==> src/rtl/tx_burst_seq.sv <==
// Transmit burst sequencer: keys the PA, streams DAC playback addresses 0..n-1,
// then holds the PA for a post-roll before returning to IDLE with a done pulse.
module tx_burst_seq #(
    parameter int ADDR_W  = 14,
    parameter int PA_LEAD = 16,
    parameter int PA_LAG  = 8,
    parameter int CNT_W   = 16
) (
    input  logic              clk,
    input  logic              rst,
    input  logic              trig,
    input  logic [ADDR_W-1:0] txsmps,
    output logic [ADDR_W-1:0] tx_addr,
    output logic              tx_valid,
    output logic              pa_en,
    output logic              busy,
    output logic              done,
    output logic [CNT_W-1:0]  missed_trig
);

    typedef enum logic [1:0] {IDLE, LEAD, PLAY, LAG} state_t;

    localparam int TMR_W = 8;
    localparam logic [TMR_W-1:0] LEAD_LOAD = TMR_W'(PA_LEAD - 1);
    localparam logic [TMR_W-1:0] LAG_LOAD  = TMR_W'(PA_LAG - 1);

    state_t             state_q, state_d;
    logic               trig_q;
    logic [ADDR_W-1:0]  n_q, n_d;
    logic [TMR_W-1:0]   tmr_q, tmr_d;
    logic [ADDR_W-1:0]  addr_q, addr_d;
    logic               valid_q, valid_d;
    logic               pa_q, pa_d;
    logic               busy_q, busy_d;
    logic               done_q, done_d;
    logic [CNT_W-1:0]   missed_q, missed_d;
    logic               trig_edge;

    assign trig_edge = trig & ~trig_q;

    // NOTE: sequential state uses non-blocking assignments so every flop samples pre-edge values.
    always_ff @(posedge clk or posedge rst) begin
        if (rst) begin
            state_q  <= IDLE;
            trig_q   <= 1'b0;
            n_q      <= '0;
            tmr_q    <= '0;
            addr_q   <= '0;
            valid_q  <= 1'b0;
            pa_q     <= 1'b0;
            busy_q   <= 1'b0;
            done_q   <= 1'b0;
            missed_q <= '0;
        end else begin
            state_q  <= state_d;
            trig_q   <= trig;
            n_q      <= n_d;
            tmr_q    <= tmr_d;
            addr_q   <= addr_d;
            valid_q  <= valid_d;
            pa_q     <= pa_d;
            busy_q   <= busy_d;
            done_q   <= done_d;
            missed_q <= missed_d;
        end
    end

    // NOTE: every signal gets a default first so no path through the case infers a latch.
    always_comb begin
        state_d  = state_q;
        n_d      = n_q;
        tmr_d    = tmr_q;
        addr_d   = addr_q;
        valid_d  = valid_q;
        pa_d     = pa_q;
        busy_d   = busy_q;
        done_d   = 1'b0;
        missed_d = missed_q;

        unique case (state_q)
            IDLE: begin
                if (trig_edge) begin
                    state_d = LEAD;
                    n_d     = txsmps;
                    tmr_d   = LEAD_LOAD;
                    pa_d    = 1'b1;
                    busy_d  = 1'b1;
                end
            end
            LEAD: begin
                if (tmr_q == '0) begin
                    if (n_q != '0) begin
                        state_d = PLAY;
                        addr_d  = '0;
                        valid_d = 1'b1;
                    end else begin
                        state_d = LAG;
                        tmr_d   = LAG_LOAD;
                    end
                end else begin
                    tmr_d = tmr_q - TMR_W'(1);
                end
            end
            PLAY: begin
                if (addr_q == n_q - ADDR_W'(1)) begin
                    state_d = LAG;
                    addr_d  = '0;
                    valid_d = 1'b0;
                    tmr_d   = LAG_LOAD;
                end else begin
                    addr_d = addr_q + ADDR_W'(1);
                end
            end
            LAG: begin
                if (tmr_q == '0) begin
                    state_d = IDLE;
                    pa_d    = 1'b0;
                    busy_d  = 1'b0;
                    done_d  = 1'b1;
                end else begin
                    tmr_d = tmr_q - TMR_W'(1);
                end
            end
            default: begin
                state_d = IDLE;
                addr_d  = '0;
                valid_d = 1'b0;
                pa_d    = 1'b0;
                busy_d  = 1'b0;
            end
        endcase

        // Edges arriving while a burst runs are dropped but counted, saturating.
        if (trig_edge && state_q != IDLE && missed_q != '1)
            missed_d = missed_q + CNT_W'(1);
    end

    assign tx_addr     = addr_q;
    assign tx_valid    = valid_q;
    assign pa_en       = pa_q;
    assign busy        = busy_q;
    assign done        = done_q;
    assign missed_trig = missed_q;

endmodule

==> config.mk <==
export PLATFORM = sky130hd
export DESIGN_NAME = tx_burst_seq
export DESIGN_NICKNAME = d
export VERILOG_FILES = /design/src/rtl/tx_burst_seq.sv
export SDC_FILE = /design/constraint.sdc
export NUM_CORES = 1
export LEC_CHECK = 0
export BUFFER_PORTS_ARGS = -buffer_cell sky130_fd_sc_hd__buf_2
export CAP_MARGIN = 20
export CORE_MARGIN = 2
export CORE_UTILIZATION = 57
export CTS_CLUSTER_SIZE = 25
export DETAILED_ROUTE_END_ITERATION = 8
export PLACE_DENSITY = 0.76
export SLEW_MARGIN = 5
export SYNTH_ARGS = -nofsm -noshare
export SYNTH_HDL_FRONTEND = slang
export SYNTH_SLANG_ARGS = --single-unit
==> constraint.sdc <==
create_clock -name clk -period 3.6 [get_ports clk]
set_input_delay 0.54 -clock clk [delete_from_list [all_inputs] [get_ports clk]]
set_output_delay 0.54 -clock clk [all_outputs]
set_load 0.05 [all_outputs]
### Word-level counts from Yosys, hierarchy flattened

Index checks and enable logic that the tools add are counted.

* register bits after elaboration: 58
* input bits: 17
* output and inout port bits: 34
* word-level logic and storage cells: 66

* $add $sub $neg: 4
* equal/unequal tests: 12
* multiplexer cells: 25
* bitwise logic cells: 2
* reductions and logical operators: 14

Operators with widths (number)
* two-way mux 14 bit: 3
* two-way mux 8 bit: 5
* case mux 8 bit (4 select lines): 1
* case mux 14 bit (2 select lines): 1
* adder 16 x 1 -> 16 bit, second input constant: 1
* inequality test 16 bit, second input constant: 1
* adder 14 x 1 -> 14 bit, second input constant: 1
* == test 14 bit: 1
* nonzero test 14 bit: 1
* subtractor 14 x 1 -> 14 bit, second input constant: 1
* inequality test 2 bit, second input constant: 6
* AND reduction 4 bit: 3
* logical NOT 8 bit: 1
* two-way mux 1 bit: 8
* two-way mux 2 bit: 4
* case mux 2 bit (4 select lines): 1
* subtractor 8 x 1 -> 8 bit, second input constant: 1
* AND reduction 3 bit: 2
* nonzero test 2 bit: 3
* == test 2 bit, second input constant: 2
* case mux 1 bit (2 select lines): 2
* inequality test 3 bit, second input constant: 1
* == test 2 x 1 -> 1 bit, second input constant: 1
* logical AND 1 bit: 2
* other kinds (4): 4

### Logic depth before layout (Yosys ltp)

* depth in word-level cells: 4
* gate-level depth with buffers: 12
* gate-level depth less buffers: 10

### Worst setup path after synthesis

No wires, ideal clock.

* path type: register to register
* from: register n_q[0]
* to: register tmr_q[5]
* library setup time: 110 ps
* arrival: 2805 ps
* data required time: 3490 ps
* path slack: 685 ps
* cell stages (with the launch flop): 12
* buffers on the path: 1
* clock period less this slack: 2915 ps
* cell sequence: dfrtp_1 -> inv_1 -> ha_1 -> or4b_1 -> clkbuf_2 -> or4_1 -> a21oi_1 -> nor3_1 -> a21oi_2 -> a31oi_2 -> or2_4 -> o41ai_1

* cells in the longest elaborated chain, start to end: 4
* elaborated cells between the ends (all ways): 6
* those cells by class: 1 x add/sub; 3 x eq/ne; 2 x reduce/logical

RTL lines
* start: declaration: RTL line 29 `logic [ADDR_W-1:0] n_q, n_d;`
* start signal: assignment: RTL line 57 `n_q <= n_d;`
* subtractor 14 x 1 -> 14 bit: RTL line 105 `if (addr_q == n_q - ADDR_W'(1)) begin`
* == test 14 bit: RTL line 105
* inequality test 2 bit (no line)
* AND reduction 4 bit (no line) *
* end signal: assignment: RTL line 58 `tmr_q <= tmr_d;`
* end: declaration: RTL line 30 `logic [TMR_W-1:0] tmr_q, tmr_d;`

Every way passes the cells marked *; elsewhere a longest branch is shown, timed or not.
A chain may end at the register's enable or synchronous reset.

### Worst setup path after layout

Same ends and word-level chain as after synthesis.

==> flow_summary.json <==
{
  "status": "finished clean",
  "startpoint_type": "flop",
  "p_seq_share_pct": 35.9,
  "critPathBufInv": 1,
  "gr-total-overflow": 0,
  "synth.distinct_cells": 54,
  "p_clk_share_pct": 22.6,
  "rsz0062_at_grt": "no",
  "cts_tree": "yes",
  "fmax_mhz": 299,
  "internal-power_mw": 1.71,
  "sw_frac_of_total_pct": 42.3,
  "die_width_um": 79.8,
  "grt_max_degree": 42,
  "slowest_stage": "or4b_4",
  "clockBufferDepth": 2,
  "cts_hold_buf": 0,
  "num_vias": 2654,
  "drtIter0Drc": 137,
  "ys_async_sr_fraction_pct": 100,
  "synth-main-ff-cell": "dfrtp_1",
  "antenna_found_initial": 0,
  "ios": 51,
  "syn_area_per_cell_um2": 9.59,
  "diodes": 0,
  "drt_pass1_iterations": 4,
  "htreeDepth": 3,
  "cpLargestDelayFamily": "simple AND/OR/NAND/NOR gates",
  "fp.dieH_um": 79.8,
  "syn_to_final_growth_pct": 16.1,
  "grt_pass1_wl_um": 11600,
  "dp_hpwl_um": 4990,
  "endpoint_kind": "flop",
  "slew_viol_final": 0,
  "tns_ps": 0,
  "switching_power_mw": 1.25,
  "dieArea_um2": 6360,
  "yosys_register_bits": 58,
  "critPathMaxStageDelay_ps": 540,
  "vdd.ir_drop.worst_uv": 447,
  "synth_edf_count": 0,
  "syn_inst": 341,
  "clockRootBuffer": "clkbuf_8",
  "port_buffers": 50,
  "postCtsSetupBuffers": 0,
  "viasPerCell": 5.68,
  "cts_buffers": 9,
  "hold_violations": 0,
  "wl_per_cell_um": 14.9,
  "crit_path_cell_trace": "inv_1 -> ha_1 -> or4b_4 -> or4_1 -> a21oi_1 -> nor3_1 -> a21oi_2 -> a31oi_4 -> or2_4 -> o41ai_1",
  "tightest_slew_ps": 862,
  "clkTransAtPathRegs_ps": 70,
  "drv_cap": 0,
  "grt_pass1_vias": 2502,
  "p_total_mw": 2.96,
  "drive_gt1_share_pct": 24.3,
  "fillers": 448,
  "ys_seq_area_share_pct": 44.4,
  "track_usage_pct": 24.0,
  "drc": 0,
  "critical_path_required_ps": 3820,
  "power_density_nw_per_um2": 779,
  "postRouteAntennaNets": 0,
  "cts_sinks": 58,
  "final_cell_area_um2": 3800,
  "skew_ps": 10.3,
  "p_leak_nw": 1.77,
  "ctsResizeCount": 0,
  "finalCriticalPeriod_ps": 3340,
  "syn_area_um2": 3270,
  "worstHoldStart": "trig",
  "r2r-start": "n_q[0]",
  "synth_warnings": 0,
  "start_util_pct": 59.1,
  "insertion_delay_ps": 350,
  "power_frac_comb_pct": 41.6,
  "fin_nets": 416,
  "worstPathArrival_ps": 3570,
  "core_area_um2": 5540,
  "syn-num-nets": 366,
  "startpoint": "n_q[0]",
  "placed_area_um2": 3570,
  "critical_path_class": "flop to flop",
  "worstHoldPathType": "input pin to flop",
  "rows": 27,
  "slew_headroom_pct": 42.5,
  "routed_wl_um": 6970,
  "place.gp.congestion": 0.865,
  "finalCritPeriodShare_pct": 92.9,
  "finalSetupViolations": 0,
  "path_max_fanout": 16
}
==> worst reg2reg max path, stage by stage, from the launching register on <==
cell and delay (ps):
dfrtp_1 430, inv_1 80, ha_1 250, or4b_4 540, or4_1 520, a21oi_1 160
nor3_1 80, a21oi_2 200, a31oi_4 240, or2_4 350, o41ai_1 370
==> cells in the final DEF (no fill, tap or decap), types with 2 or more instances in the layout <==
master and n:
mux2_2 16, xnor2_1 22, buf_4 2, bufinv_16 2, buf_2 50, o41ai_1 2, and3_1 7, a21oi_1 17
nand2b_1 3, inv_1 18, nor2_1 38, or4_1 2, o31a_1 5, o31ai_1 3, o21ai_0 7, and4_1 3
or2_2 4, clkinv_2 2, nand2_1 24, nand4_1 9, clkbuf_8 10, nor3_1 10, nand3_1 14, o22ai_1 3
ha_1 8, nand4b_1 2, dfrtp_1 58, o32a_1 2, nor4_1 5, xor2_1 16, or4b_1 2, a41oi_1 2
nand3b_1 3
==> layer usage <==
layer | track usage, % | wire (µm) | vias to the layer above
li1 | - | - | 1312
met1 | 33.3 | 3270 | 1273
met2 | 35.4 | 3250 | 55
met3 | 7.81 | 326 | 14
met4 | 8.64 | 125 | 0
met5 | 0 | 0 | -
==> state kept, by name, indices dropped and copies added, names as in the netlist <==
| name | flops |
|---|---|
| tmr_q | 8 |
| tx_valid | 1 |
| missed_trig | 16 |
| busy | 1 |
| n_q | 14 |
| tx_addr | 14 |
| done | 1 |
| trig_q | 1 |
| state_q | 2 |
==> final timing paths <==
check / end / slack (ps) / depth (start not counted)
hold / removal: trig_q / 320 / 1
setup reg to reg: tmr_q[5] / 260 / 10
hold reg to reg: missed_trig[5] / 490 / 1
setup / recovery: tmr_q[5] / 260 / 10
max in group asynchronous: tmr_q[1] / 2480 / 3
min in group asynchronous: missed_trig[1] / 360 / 2
==> cells in the mapped netlist, drive strengths merged, types with 2 or more instances <==
| master | n | share of area, % |
|---|---|---|
| nor2 | 39 | 4.6 |
| nor4 | 6 | 1.3 |
| xnor2 | 22 | 5.9 |
| o31a | 5 | 1.3 |
| mux2 | 16 | 5.5 |
| a41oi | 2 | 0.54 |
| nand3b | 3 | 0.69 |
| o21ai | 7 | 1.1 |
| buf | 6 | 0.92 |
| inv | 19 | 2.2 |
| and3 | 7 | 1.3 |
| nand4 | 9 | 1.7 |
| a31oi | 2 | 0.57 |
| dfrtp | 58 | 44 |
| nand2 | 24 | 2.8 |
| nand3 | 14 | 2.1 |
| clkbuf | 7 | 0.84 |
| o31ai | 3 | 0.69 |
| o41ai | 2 | 0.54 |
| nand4b | 2 | 0.54 |
| or4b | 3 | 0.92 |
| o32a | 2 | 0.61 |
| or2 | 5 | 1.0 |
| a21oi | 18 | 2.9 |
| or4 | 2 | 0.46 |
| o22ai | 3 | 0.57 |
| nor3 | 10 | 1.5 |
| xor2 | 16 | 4.3 |
| and4 | 3 | 0.80 |
| ha | 8 | 3.1 |
| nand2b | 3 | 0.57 |
==> metrics by stage <==
| step | setup WS [ps] | std cells | hold slack [ps] | utilization [%] |
|---|---|---|---|---|
| 2_1_floorplan | 685 | 341 | 451 | - |
| 3_3_place_gp | 332 | 452 | 470 | 64.4 |
| 3_5_place_dp | 110 | 452 | 478 | 64.4 |
| 4_1_cts | 110 | 467 | 316 | 68.3 |
| 5_1_grt | 48.5 | 467 | 315 | 68.6 |
| 6_report | 256 | 467 | 322 | 68.6 |
==> area by class of cell <==
cell class / instances / area, µm² / share of cell area, %
repair buffers: 52 / 265 / 6.98
clock buffers: 10 / 138 / 3.62
multi-input cells: 251 / 1700 / 44.9
well taps: 72 / 90.1 / 2.37
flip-flops and latches: 58 / 1450 / 38.2
clock inverters: 5 / 78.8 / 2.08
inverters: 19 / 71.3 / 1.88
==> power by group through the flow <==
| stage | Clock [mW] | Sequential, mW | Combinational, mW |
|---|---|---|---|
| global placement | 0 | 1.05 | 1.18 |
| CTS | 0.673 | 1.06 | 1.22 |
| global route | 0.706 | 1.10 | 1.37 |
| finish | 0.667 | 1.06 | 1.23 |
| floorplan | 0 | 1.13 | 0.895 |
| detailed placement | 0 | 1.07 | 1.22 |
==> logic make-up after synthesis <==
logic type	Yosys count	synth area share [%]
AO/OA/AOI/OAI	54	11.4
XOR/XNOR	38	10.2
adder cells (fa/ha/maj)	8	3.06
buffers and inverters	32	3.94
flip-flops	58	44.4
multiplexers	16	5.51
AND/OR/NAND/NOR	135	21.6
Power figures use the tool's default switching activity.
